## src/rtl/uart_mmio_if.sv

```systemverilog
// CPU load/store port and the byte streams to and from the on-chip UART,
// bundled for the memory-mapped UART bridge.
interface uart_mmio_if;
  logic [31:0] addr;
  logic [31:0] wdata;
  logic        we;
  logic        re;
  logic [31:0] rdata;
  logic [7:0]  tx_data;
  logic        tx_valid;
  logic        tx_ready;
  logic [7:0]  rx_data;
  logic        rx_valid;
  logic        rx_ready;

  modport master (
    output addr, wdata, we, re, tx_ready, rx_data, rx_valid,
    input  rdata, tx_data, tx_valid, rx_ready
  );

  modport slave (
    input  addr, wdata, we, re, tx_ready, rx_data, rx_valid,
    output rdata, tx_data, tx_valid, rx_ready
  );
endinterface

```

## src/rtl/uart_mmio.sv

```systemverilog
// Memory-mapped UART bridge: status / RX-data / TX-data registers in front of
// one RX and one TX byte FIFO, with a sticky flag for bytes dropped on TX overflow.
module uart_mmio #(
  parameter int          FIFO_DEPTH = 4,
  parameter logic [31:0] BASE_ADDR  = 32'h8000_0000
) (
  input  logic        clk,
  input  logic        reset_b,
  uart_mmio_if.slave  bus
);

  localparam int AW = $clog2(FIFO_DEPTH);
  localparam logic [AW:0] PTR_ONE = {{AW{1'b0}}, 1'b1};

  logic [7:0]  tx_mem_q [FIFO_DEPTH];
  logic [7:0]  tx_mem_d [FIFO_DEPTH];
  logic [7:0]  rx_mem_q [FIFO_DEPTH];
  logic [7:0]  rx_mem_d [FIFO_DEPTH];
  logic [AW:0] tx_wp_q, tx_wp_d, tx_rp_q, tx_rp_d;
  logic [AW:0] rx_wp_q, rx_wp_d, rx_rp_q, rx_rp_d;
  logic        tx_drop_q, tx_drop_d;
  logic [31:0] rdata_q, rdata_d;

  logic sel_status_s, sel_rx_s, sel_tx_s;
  logic tx_empty_s, tx_full_s, rx_empty_s, rx_full_s;
  logic tx_push_s, tx_pop_s, rx_push_s, rx_pop_s;
  logic drop_set_s, drop_clr_s;
  logic unused_s;

  assign unused_s = ^bus.wdata[31:8];

  // Address decode, FIFO flags and the push/pop/drop events of this edge.
  always_comb begin
    sel_status_s = (bus.addr == BASE_ADDR);
    sel_rx_s     = (bus.addr == (BASE_ADDR + 32'd4));
    sel_tx_s     = (bus.addr == (BASE_ADDR + 32'd8));
    tx_empty_s   = (tx_wp_q == tx_rp_q);
    rx_empty_s   = (rx_wp_q == rx_rp_q);
    tx_full_s    = (tx_wp_q[AW-1:0] == tx_rp_q[AW-1:0]) && (tx_wp_q[AW] != tx_rp_q[AW]);
    rx_full_s    = (rx_wp_q[AW-1:0] == rx_rp_q[AW-1:0]) && (rx_wp_q[AW] != rx_rp_q[AW]);
    // Fullness is judged on pre-edge state, so a same-edge UART pop cannot rescue a write.
    tx_push_s    = bus.we && sel_tx_s && !tx_full_s;
    drop_set_s   = bus.we && sel_tx_s && tx_full_s;
    drop_clr_s   = bus.we && sel_status_s && bus.wdata[2];
    tx_pop_s     = !tx_empty_s && bus.tx_ready;
    rx_push_s    = bus.rx_valid && !rx_full_s;
    rx_pop_s     = bus.re && sel_rx_s && !rx_empty_s;
  end

  // Next-state for both FIFOs, the sticky drop flag and the load result.
  always_comb begin
    tx_mem_d = tx_mem_q;
    rx_mem_d = rx_mem_q;
    tx_wp_d  = tx_wp_q;
    tx_rp_d  = tx_rp_q;
    rx_wp_d  = rx_wp_q;
    rx_rp_d  = rx_rp_q;

    if (tx_push_s) begin
      tx_mem_d[tx_wp_q[AW-1:0]] = bus.wdata[7:0];
      tx_wp_d = tx_wp_q + PTR_ONE;
    end else begin
      tx_wp_d = tx_wp_q;
    end

    if (tx_pop_s) begin
      tx_rp_d = tx_rp_q + PTR_ONE;
    end else begin
      tx_rp_d = tx_rp_q;
    end

    if (rx_push_s) begin
      rx_mem_d[rx_wp_q[AW-1:0]] = bus.rx_data;
      rx_wp_d = rx_wp_q + PTR_ONE;
    end else begin
      rx_wp_d = rx_wp_q;
    end

    if (rx_pop_s) begin
      rx_rp_d = rx_rp_q + PTR_ONE;
    end else begin
      rx_rp_d = rx_rp_q;
    end

    // A drop on this edge wins over a software clear on the same edge.
    if (drop_set_s) begin
      tx_drop_d = 1'b1;
    end else if (drop_clr_s) begin
      tx_drop_d = 1'b0;
    end else begin
      tx_drop_d = tx_drop_q;
    end

    if (!bus.re) begin
      rdata_d = rdata_q;
    end else if (sel_status_s) begin
      rdata_d = {29'd0, tx_drop_q, !rx_empty_s, !tx_full_s};
    end else if (sel_rx_s && !rx_empty_s) begin
      rdata_d = {24'd0, rx_mem_q[rx_rp_q[AW-1:0]]};
    end else begin
      rdata_d = 32'd0;
    end
  end

  // State registers; reset empties both FIFOs and discards buffered bytes.
  always_ff @(posedge clk or negedge reset_b) begin
    if (!reset_b) begin
      tx_mem_q  <= '{default: 8'd0};
      rx_mem_q  <= '{default: 8'd0};
      tx_wp_q   <= '0;
      tx_rp_q   <= '0;
      rx_wp_q   <= '0;
      rx_rp_q   <= '0;
      tx_drop_q <= 1'b0;
      rdata_q   <= 32'd0;
    end else begin
      tx_mem_q  <= tx_mem_d;
      rx_mem_q  <= rx_mem_d;
      tx_wp_q   <= tx_wp_d;
      tx_rp_q   <= tx_rp_d;
      rx_wp_q   <= rx_wp_d;
      rx_rp_q   <= rx_rp_d;
      tx_drop_q <= tx_drop_d;
      rdata_q   <= rdata_d;
    end
  end

  assign bus.rdata    = rdata_q;
  assign bus.tx_valid = !tx_empty_s;
  assign bus.tx_data  = tx_mem_q[tx_rp_q[AW-1:0]];
  assign bus.rx_ready = !rx_full_s;

endmodule

```

## src/flat_wrapper.sv

```systemverilog
// flat-port wrapper written by rule: the top's interface ports become plain ports
module uart_mmio_flat 
#(
  parameter int          FIFO_DEPTH = 4,
  parameter logic [31:0] BASE_ADDR  = 32'h8000_0000
)
  (clk, reset_b, bus_addr, bus_wdata, bus_we, bus_re, bus_tx_ready, bus_rx_data, bus_rx_valid, bus_rdata, bus_tx_data, bus_tx_valid, bus_rx_ready);
  uart_mmio_if bus_i ();
  input  logic clk;
  input  logic reset_b;
  input wire logic [$bits(bus_i.addr)-1:0] bus_addr;
  input wire logic [$bits(bus_i.wdata)-1:0] bus_wdata;
  input wire logic [$bits(bus_i.we)-1:0] bus_we;
  input wire logic [$bits(bus_i.re)-1:0] bus_re;
  input wire logic [$bits(bus_i.tx_ready)-1:0] bus_tx_ready;
  input wire logic [$bits(bus_i.rx_data)-1:0] bus_rx_data;
  input wire logic [$bits(bus_i.rx_valid)-1:0] bus_rx_valid;
  output wire logic [$bits(bus_i.rdata)-1:0] bus_rdata;
  output wire logic [$bits(bus_i.tx_data)-1:0] bus_tx_data;
  output wire logic [$bits(bus_i.tx_valid)-1:0] bus_tx_valid;
  output wire logic [$bits(bus_i.rx_ready)-1:0] bus_rx_ready;
  assign bus_i.addr = bus_addr;
  assign bus_i.wdata = bus_wdata;
  assign bus_i.we = bus_we;
  assign bus_i.re = bus_re;
  assign bus_i.tx_ready = bus_tx_ready;
  assign bus_i.rx_data = bus_rx_data;
  assign bus_i.rx_valid = bus_rx_valid;
  assign bus_rdata = bus_i.rdata;
  assign bus_tx_data = bus_i.tx_data;
  assign bus_tx_valid = bus_i.tx_valid;
  assign bus_rx_ready = bus_i.rx_ready;
  uart_mmio #(.FIFO_DEPTH(FIFO_DEPTH), .BASE_ADDR(BASE_ADDR)) u_core (.clk(clk), .reset_b(reset_b), .bus(bus_i));
endmodule
```

## config.mk

```make
export PLATFORM = sky130hd
export DESIGN_NAME = uart_mmio_flat
export DESIGN_NICKNAME = d
export VERILOG_FILES = /design/src/rtl/uart_mmio_if.sv /design/src/rtl/uart_mmio.sv /design/src/flat_wrapper.sv
export SDC_FILE = /design/constraint.sdc
export NUM_CORES = 1
export LEC_CHECK = 0
export ABC_AREA = 1
export BUFFER_PORTS_ARGS = -buffer_cell sky130_fd_sc_hd__buf_2
export CAP_MARGIN = 0
export CORE_UTILIZATION = 48
export DETAILED_ROUTE_END_ITERATION = 6
export GPL_TIMING_DRIVEN = 0
export HOLD_SLACK_MARGIN = 0.08
export PLACE_DENSITY = 0.82
export SYNTH_ARGS = -nofsm -noshare
export SYNTH_HDL_FRONTEND = slang
export SYNTH_SLANG_ARGS = --single-unit
```

## constraint.sdc

```tcl
create_clock -name clk -period 1.7 [get_ports clk]
set_clock_uncertainty 0.15 [all_clocks]
set_input_delay 0.255 -clock clk [delete_from_list [all_inputs] [get_ports clk]]
set_output_delay 0.255 -clock clk [all_outputs]
set_load 0.05 [all_outputs]
```

==> key figures, run 1 <==
STA
  – Slew margin rel.: 0.654
  – Tcrit/Tclk final: 1.24
  – Setup TNS: -12.33 ns
  – Setup WS post-layout: -0.412 ns
  – Final worst path period need: about 2.1 ns
  – RSZ-0062 raised after global routing: true
  – Fmax: around 470 MHz
  – Final-report max-slew violation count: 0
  – Hold_ws: about 0.096 ns
  – Worst slew pin tran: 0.517 ns
  – Fin. Hold Viols: 0
  – Setup violators final: 48

Synthesis
  – Syn Std Cell Area: between 4000 and 5000 um2
  – Cells after Synth: approximately 550
  – Post-synth cell types: 32
  – Seq/Total Area, Yosys: 0.468
  – Post-synth top area share: 0.468
  – Synth Area per Inst: slightly above 8 um2
  – Yosys reg bits: 85
  – Cell taking the most area after synthesis: dfrtp_1
  – YS warnings: 0
  – Synth area leaders: dfrtp_1, nand2_1, nand4_1, buf_4, nor2_1

Final layout
  – Share of layout cells above drive strength 1: 0.382
  – Antenna cells: 0
  – Post-layout nets: 797
  – Post-route non-filler standard cell count: between 800 and 900
  – Most frequent cells in the layout: nand2_1, dfrtp_1, buf_2, nor2_1, buf_4
  – Commonest non-fill, non-tap cell in the layout: nand2_1
  – Layout area overhead: 44.8%
  – Final instance area: 6580 um2

Setup path
  – Critical-path maximum fanout: 5
  – Worst reg-to-reg path cell count: 11
  – Stages on worst setup path: 7
  – Arr. time, crit path: 1.71 ns
  – Worst Setup SP: u_core.tx_rp_q[0]$_DFFE_PN0P_
  – Crit path launch type: flip-flop
  – Crit end category: output port
  – Worst path buffer plus inverter count: 5
  – CP max stage delay: about 0.39 ns
  – Critical path type: reg2out
  – Required time of the critical path: 1.29 ns
  – CP delay by family, top: buffers and inverters
  – Cell mode on critical path: buf_6
  – Critical path cell sequence: buf_6 -> clkinvlp_4 -> buf_6 -> buf_12 -> o21ai_4 -> o22ai_4 -> buf_6
  – Worst r2r src: u_core.tx_rp_q[0]$_DFFE_PN0P_
  – Crit-path slowest cell: dfrtp_1

Die
  – Die width: 99.3 um
  – Die Y: 99.3 um
  – Starting Density: 0.494
  – Top Ports: 120
  – Die ar.: 9850 um2
  – # rows: 35
  – Core footprint: slightly above 9000 um2

Clocking
  – Root Driver: clkbuf_8
  – CTS tree: built
  – Clock Tree Buf Depth: 2
  – Clock latency on the worst-skew pair: 0.36 ns
  – Clk sinks: 85
  – Clock-pin slew on the worst setup and hold paths: ~0.11 ns
  – H-tree depth: 3
  – CTS Buf Count: 9

Min path
  – Hold crit path type: in2reg
  – Hold path start: bus_re
  – WHS Path Cells: 4

Global routing
  – All-Layer GR Usage: 0.261
  – GRT overflow: 0
  – Initial antenna violation count: 0
  – First-pass GRT wire length: 20,300 um
  – Pin count of the biggest net entering global routing: 73
  – Vias in the first global route: 4,432

Power
  – Net Switching: about 3800 uW
  – Clk pwr share: 0.176
  – P per Cell Area: 1360 nW/um2
  – P_leak: between 0.003 and 0.004 uW
  – Tot Pwr: between 8000 and 9000 uW
  – Sw Ratio: 0.421
  – Part of the power in registers: 0.306
  – Pint: approximately 5200 uW
  – Combinational share of power: 0.518
  – Max VDD drop: 929 uV

Detailed routing
  – Final wirelength: 13,100 um
  – Drt drc: 0
  – DR iter-0 viols: about 270
  – DR vias/cell: approximately 5.4
  – Via Count: 4,438
  – First-pass DRT Iterations: 5
  – Routed wire per std cell: about 16 um
  – Antenna Nets Post-Route: 0

Place
  – # port buffers: a little over 70
  – Placed Cells incl. Taps: about 760
  – RD Place Congestion: between 0.8 and 0.9
  – DP HPWL: between 8000 and 9000 um
  – Area after DPL: 5340 um2

Run status
  – Status: complete, but fails checks
  – Failing checks: negative setup slack

Flow run
  – Number of max-cap violations: 0
-- tightest hold or removal path: cells and delay by family --
family	cells	cell delay (ns)
buffers and inverters	2	0.19
AND/OR/NAND/NOR	2	0.13
-- repair_timing --
| action | in CTS | in global routing |
|---|---|---|
| setup buffers | 22 | 6 |
| resized for setup | 78 | 95 |
| pin swaps | 12 | 44 |
| hold buffers | 20 | 0 |
| cloned | 2 | 3 |
| hold endpoints to repair | 152 | 0 |
| endpoints found under the setup margin | 44 | 77 |
-- area by class of cell --
class,instances,area [um2]
Buffer,47,409
Inverter,31,131
Clock buffer,9,124
Tap cell,111,139
Multi-Input combinational cell,410,2550
Timing Repair inverter,1,7.51
Timing Repair Buffer,124,996
Sequential cell,85,2130
Clock inverter,7,87.6
Fill cell,642,2620
-- routing by layer --
layer | vias up | routed length [um] | track usage
li1 | 2094 | - | -
met1 | 2099 | 4840 | 0.290
met2 | 193 | 7080 | 0.479
met3 | 52 | 705 | 0.0576
met4 | 0 | 476 | 0.115
met5 | - | 0 | 0
-- sequential cells by signal, summed over array words and instances, names as in the netlist --
signal and cells:
u_core.rx_rp_q 3, u_core.tx_mem_q 32, u_core.tx_rp_q 3, u_core.rx_wp_q 3, u_core.rx_mem_q 32, u_core.bus.rdata 8, u_core.tx_wp_q 3, u_core.tx_drop_q 1
-- Yosys cell counts, drive strengths merged --
| master | n |
|---|---|
| mux2i | 5 |
| o211ai | 1 |
| xnor2 | 7 |
| nand3 | 21 |
| or2 | 1 |
| nor2 | 64 |
| conb | 1 |
| a21oi | 1 |
| clkbuf | 3 |
| nand2 | 148 |
| o22ai | 13 |
| dfrtp | 85 |
| nand4 | 41 |
| o21ai | 63 |
| ha | 10 |
| nand3b | 2 |
| nor3 | 1 |
| xor2 | 6 |
| inv | 31 |
| and2 | 2 |
| buf | 45 |
-- metrics by stage --
| step | setup WS (ns) | util |
|---|---|---|
| after floorplan | -0.0327 | - |
| after CTS | -0.361 | 0.670 |
| after global placement | -0.435 | 0.577 |
| final | -0.412 | 0.715 |
| after detailed placement | -0.426 | 0.581 |
| after global routing | -0.469 | 0.715 |
-- power by group through the flow --
stage	Sequential [uW]	Combinational, uW	Clock, uW
6_report	2730	4620	1570
5_1_grt	2770	4940	1660
4_1_cts	2720	4110	1590
3_5_place_dp	2740	3270	0
3_3_place_gp	2720	3170	0
2_1_floorplan	2690	2590	0
-- logic make-up (layout without fill, tap and decap cells) --
kind of cell	after synthesis	count (layout)	share of synthesized area
buffers and inverters	79	219	0.0997
muxes	5	5	0.0110
and+or+nand+nor	280	280	0.277
other	1	24	0.000826
DFF	85	85	0.468
AOI/OAI and AO/OA	78	78	0.0901
adders and majority gates	10	10	0.0276
xor gates and xnor gates	13	13	0.0251
-- worst paths after layout --
check | to | slack [ns]
max | bus_tx_data[6] | -0.41
min | u_core.bus.rdata[0]$_DFFE_PN0P_ | 0.1
max reg2reg | u_core.tx_mem_q[13]$_DFFE_PN0P_ | -0.31
min reg2reg | u_core.bus.rdata[6]$_DFFE_PN0P_ | 0.34
max in group asynchronous | u_core.rx_wp_q[1]$_DFFE_PN0P_ | 0.63
min in group asynchronous | u_core.tx_mem_q[18]$_DFFE_PN0P_ | 0.13
Power figures use the tool's default switching activity.
==> run 2: changes to the inputs <==
- REMOVE_ABC_BUFFERS: not set -> 1
==> key figures, run 2 (synthesized netlist as in run 1, its figures left out) <==
Die
  – # rows: 35 (unchanged)
  – Core footprint: 9200 um2 (unchanged)
  – Top Ports: 120 (unchanged)
  – Starting Density: 0.494 (unchanged)
  – Die Y: 99.3 um (unchanged)
  – Die ar.: 9850 um2 (unchanged)
  – Die width: 99.3 um (unchanged)

STA
  – Slew margin rel.: 0.646 (-0.00814)
  – Fmax: 496 MHz (+4.8%)
  – Final-report max-slew violation count: 0 (unchanged)
  – Worst slew pin tran: 0.531 ns (+0.0139 ns)
  – Setup violators final: 46 (-4.2%)
  – Fin. Hold Viols: 0 (unchanged)
  – Tcrit/Tclk final: 1.19 (-0.0568)
  – Setup WS post-layout: -0.315 ns (+0.0965 ns)
  – Final worst path period need: 2.02 ns (-0.0965 ns)
  – RSZ-0062 raised after global routing: true

Detailed routing
  – DR vias/cell: 5.62 (+4.4%)
  – Routed wire per std cell: 16.7 um (+5.2%)
  – DR iter-0 viols: 264 (-1.1%)
  – Final wirelength: 13,200 um (+0.40%)
  – Antenna Nets Post-Route: 0 (unchanged)
  – Via Count: 4,420 (-0.41%)
  – Drt drc: 0 (unchanged)
  – First-pass DRT Iterations: 7 (+2)

Place
  – Setup WS pre-CTS: -0.910 ns (-0.484 ns)
  – DP HPWL: 7200 um (-11%)
  – Placed Cells incl. Taps: 710 (-6.2%)
  – RD Place Congestion: 0.801 (-7.8%)
  – # port buffers: 71 (unchanged)

Min path
  – Hold crit path type: in2reg
  – Worst Hold End: u_core.bus.rdata[0]$_DFFE_PN0P_
  – Hold path start: bus_re
  – WHS Path Cells: 4 (unchanged)

Setup path
  – Arr. time, crit path: 1.61 ns (-0.10 ns)
  – Reg-to-Reg End: u_core.tx_mem_q[30]$_DFFE_PN0P_
  – R2R Setup Slk: -0.17 ns (+0.14 ns)
  – Required time of the critical path: 1.29 ns (about the same)
  – Worst r2r src: u_core.tx_rp_q[0]$_DFFE_PN0P_
  – Worst reg-to-reg path cell count: 8 (-3)
  – Crit path launch type: flip-flop
  – Critical path type: reg2out
  – Crit end category: output port
  – Worst Setup SP: u_core.tx_rp_q[0]$_DFFE_PN0P_
  – Critical-path maximum fanout: 6 (+1)

Global routing
  – First-pass GRT wire length: 19,500 um (-3.9%)
  – Pin count of the biggest net entering global routing: 48 (-34%)
  – All-Layer GR Usage: 0.250 (-0.0107)
  – Initial antenna violation count: 0 (unchanged)
  – GRT overflow: 0 (unchanged)
  – Vias in the first global route: 4,300 (-3.0%)

Final layout
  – Post-route non-filler standard cell count: 787 (-4.6%)
  – Post-layout nets: 759 (-4.8%)
  – Sequential standard cell area: 2140 um2 (+0.41%)
  – Share of layout cells above drive strength 1: 0.288 (-0.0939)
  – Most frequent cells in the layout: nand2_1, dfrtp_1, buf_2, nor2_1, nand4_1
  – Antenna cells: 0 (unchanged)
  – Fill count: 691 (+7.6%)
  – Commonest non-fill, non-tap cell in the layout: nand2_1
  – Layout area overhead: 33.0%
  – Area of the multi-input gates: 2330 um2 (-8.5%)

Clocking
  – Root Driver: clkbuf_8
  – H-tree depth: 3 (unchanged)
  – Clock latency on the worst-skew pair: 0.36 ns (about the same)
  – CTS Buf Count: 9 (unchanged)
  – Clk sinks: 85 (unchanged)
  – CTS tree: built
  – Clock-pin slew on the worst setup and hold paths: 0.10 ns (about the same)
  – Clock Tree Buf Depth: 2 (unchanged)

Run status
  – Failing checks: negative setup slack
  – Status: complete, but fails checks

Flow run
  – Number of max-cap violations: 0 (unchanged)

Power
  – P per Cell Area: 1350 nW/um2 (-0.35%)
  – Max VDD drop: 944 uV (+1.6%)
  – P_leak: 0.00309 uW (-7.2%)
==> run 2: where the power goes <==
group	leakage [uW]	internal (uW)	switching [uW]
Clock	0.000109	721	845
Sequential	0.00112	2460	344
Combinational	0.00187	1560	2230
Total	0.00309	4740	3420
==> run 2: stage by stage <==
stage / cell area (um2) / util / total power [uW] / hold slack, ns / TNS, ns
after floorplan: 4290 / - / 4620 / -0.191 / -36.38
after global placement: 4790 / 0.521 / 5190 / 0.307 / -104.04
after detailed placement: 4840 / 0.527 / 5380 / 0.114 / -47.50
after CTS: 5570 / 0.606 / 7370 / 0.107 / -8.40
after global routing: 6040 / 0.657 / 8600 / 0.115 / -10.55
final: 6040 / 0.657 / 8160 / 0.113 / -7.72
==> run 2: final cells by class <==
type                       count  share of cell area
multi-input combinational    411               0.386
sequential                    85               0.354
timing repair buffer         133               0.180
tap                          111              0.0230
inverter                      31              0.0209
clock buffer                   9              0.0205
clock inverter                 7              0.0145
==> run 2: repair_timing <==
action | CTS | global route
pin swaps | 12 | 19
resized for setup | 32 | 80
endpoints found under the hold margin | 108 | 0
gates cloned | 1 | 2
buffers inserted | 22 | 17
setup endpoints to repair | 93 | 58
hold buffers | 20 | 0
==> run 2: how the worst max path moves through the flow <==
stage	to	depth (start not counted)
2_1_floorplan	u_core.tx_mem_q[0]$_DFFE_PN0P_	5
3_3_place_gp	u_core.tx_mem_q[15]$_DFFE_PN0P_	5
3_5_place_dp	u_core.tx_mem_q[6]$_DFFE_PN0P_	5
4_1_cts	bus_tx_data[2]	5
5_1_grt	bus_tx_data[5]	5
6_report	bus_tx_data[2]	4
==> run 2: routing by layer <==
metal,global-route usage,up-vias,share of wire
met1,0.288,2102,0.38
met2,0.454,237,0.52
li1,-,2022,-
met4,0.0894,0,0.038
met5,0,-,0
met3,0.0590,59,0.071
==> run 2: critical path, cell delays in order, from the launching register on <==
cell and delay, ns:
dfrtp_4 0.54, buf_4 0.18, o21ai_1 0.24, o22ai_2 0.13, buf_6 0.16
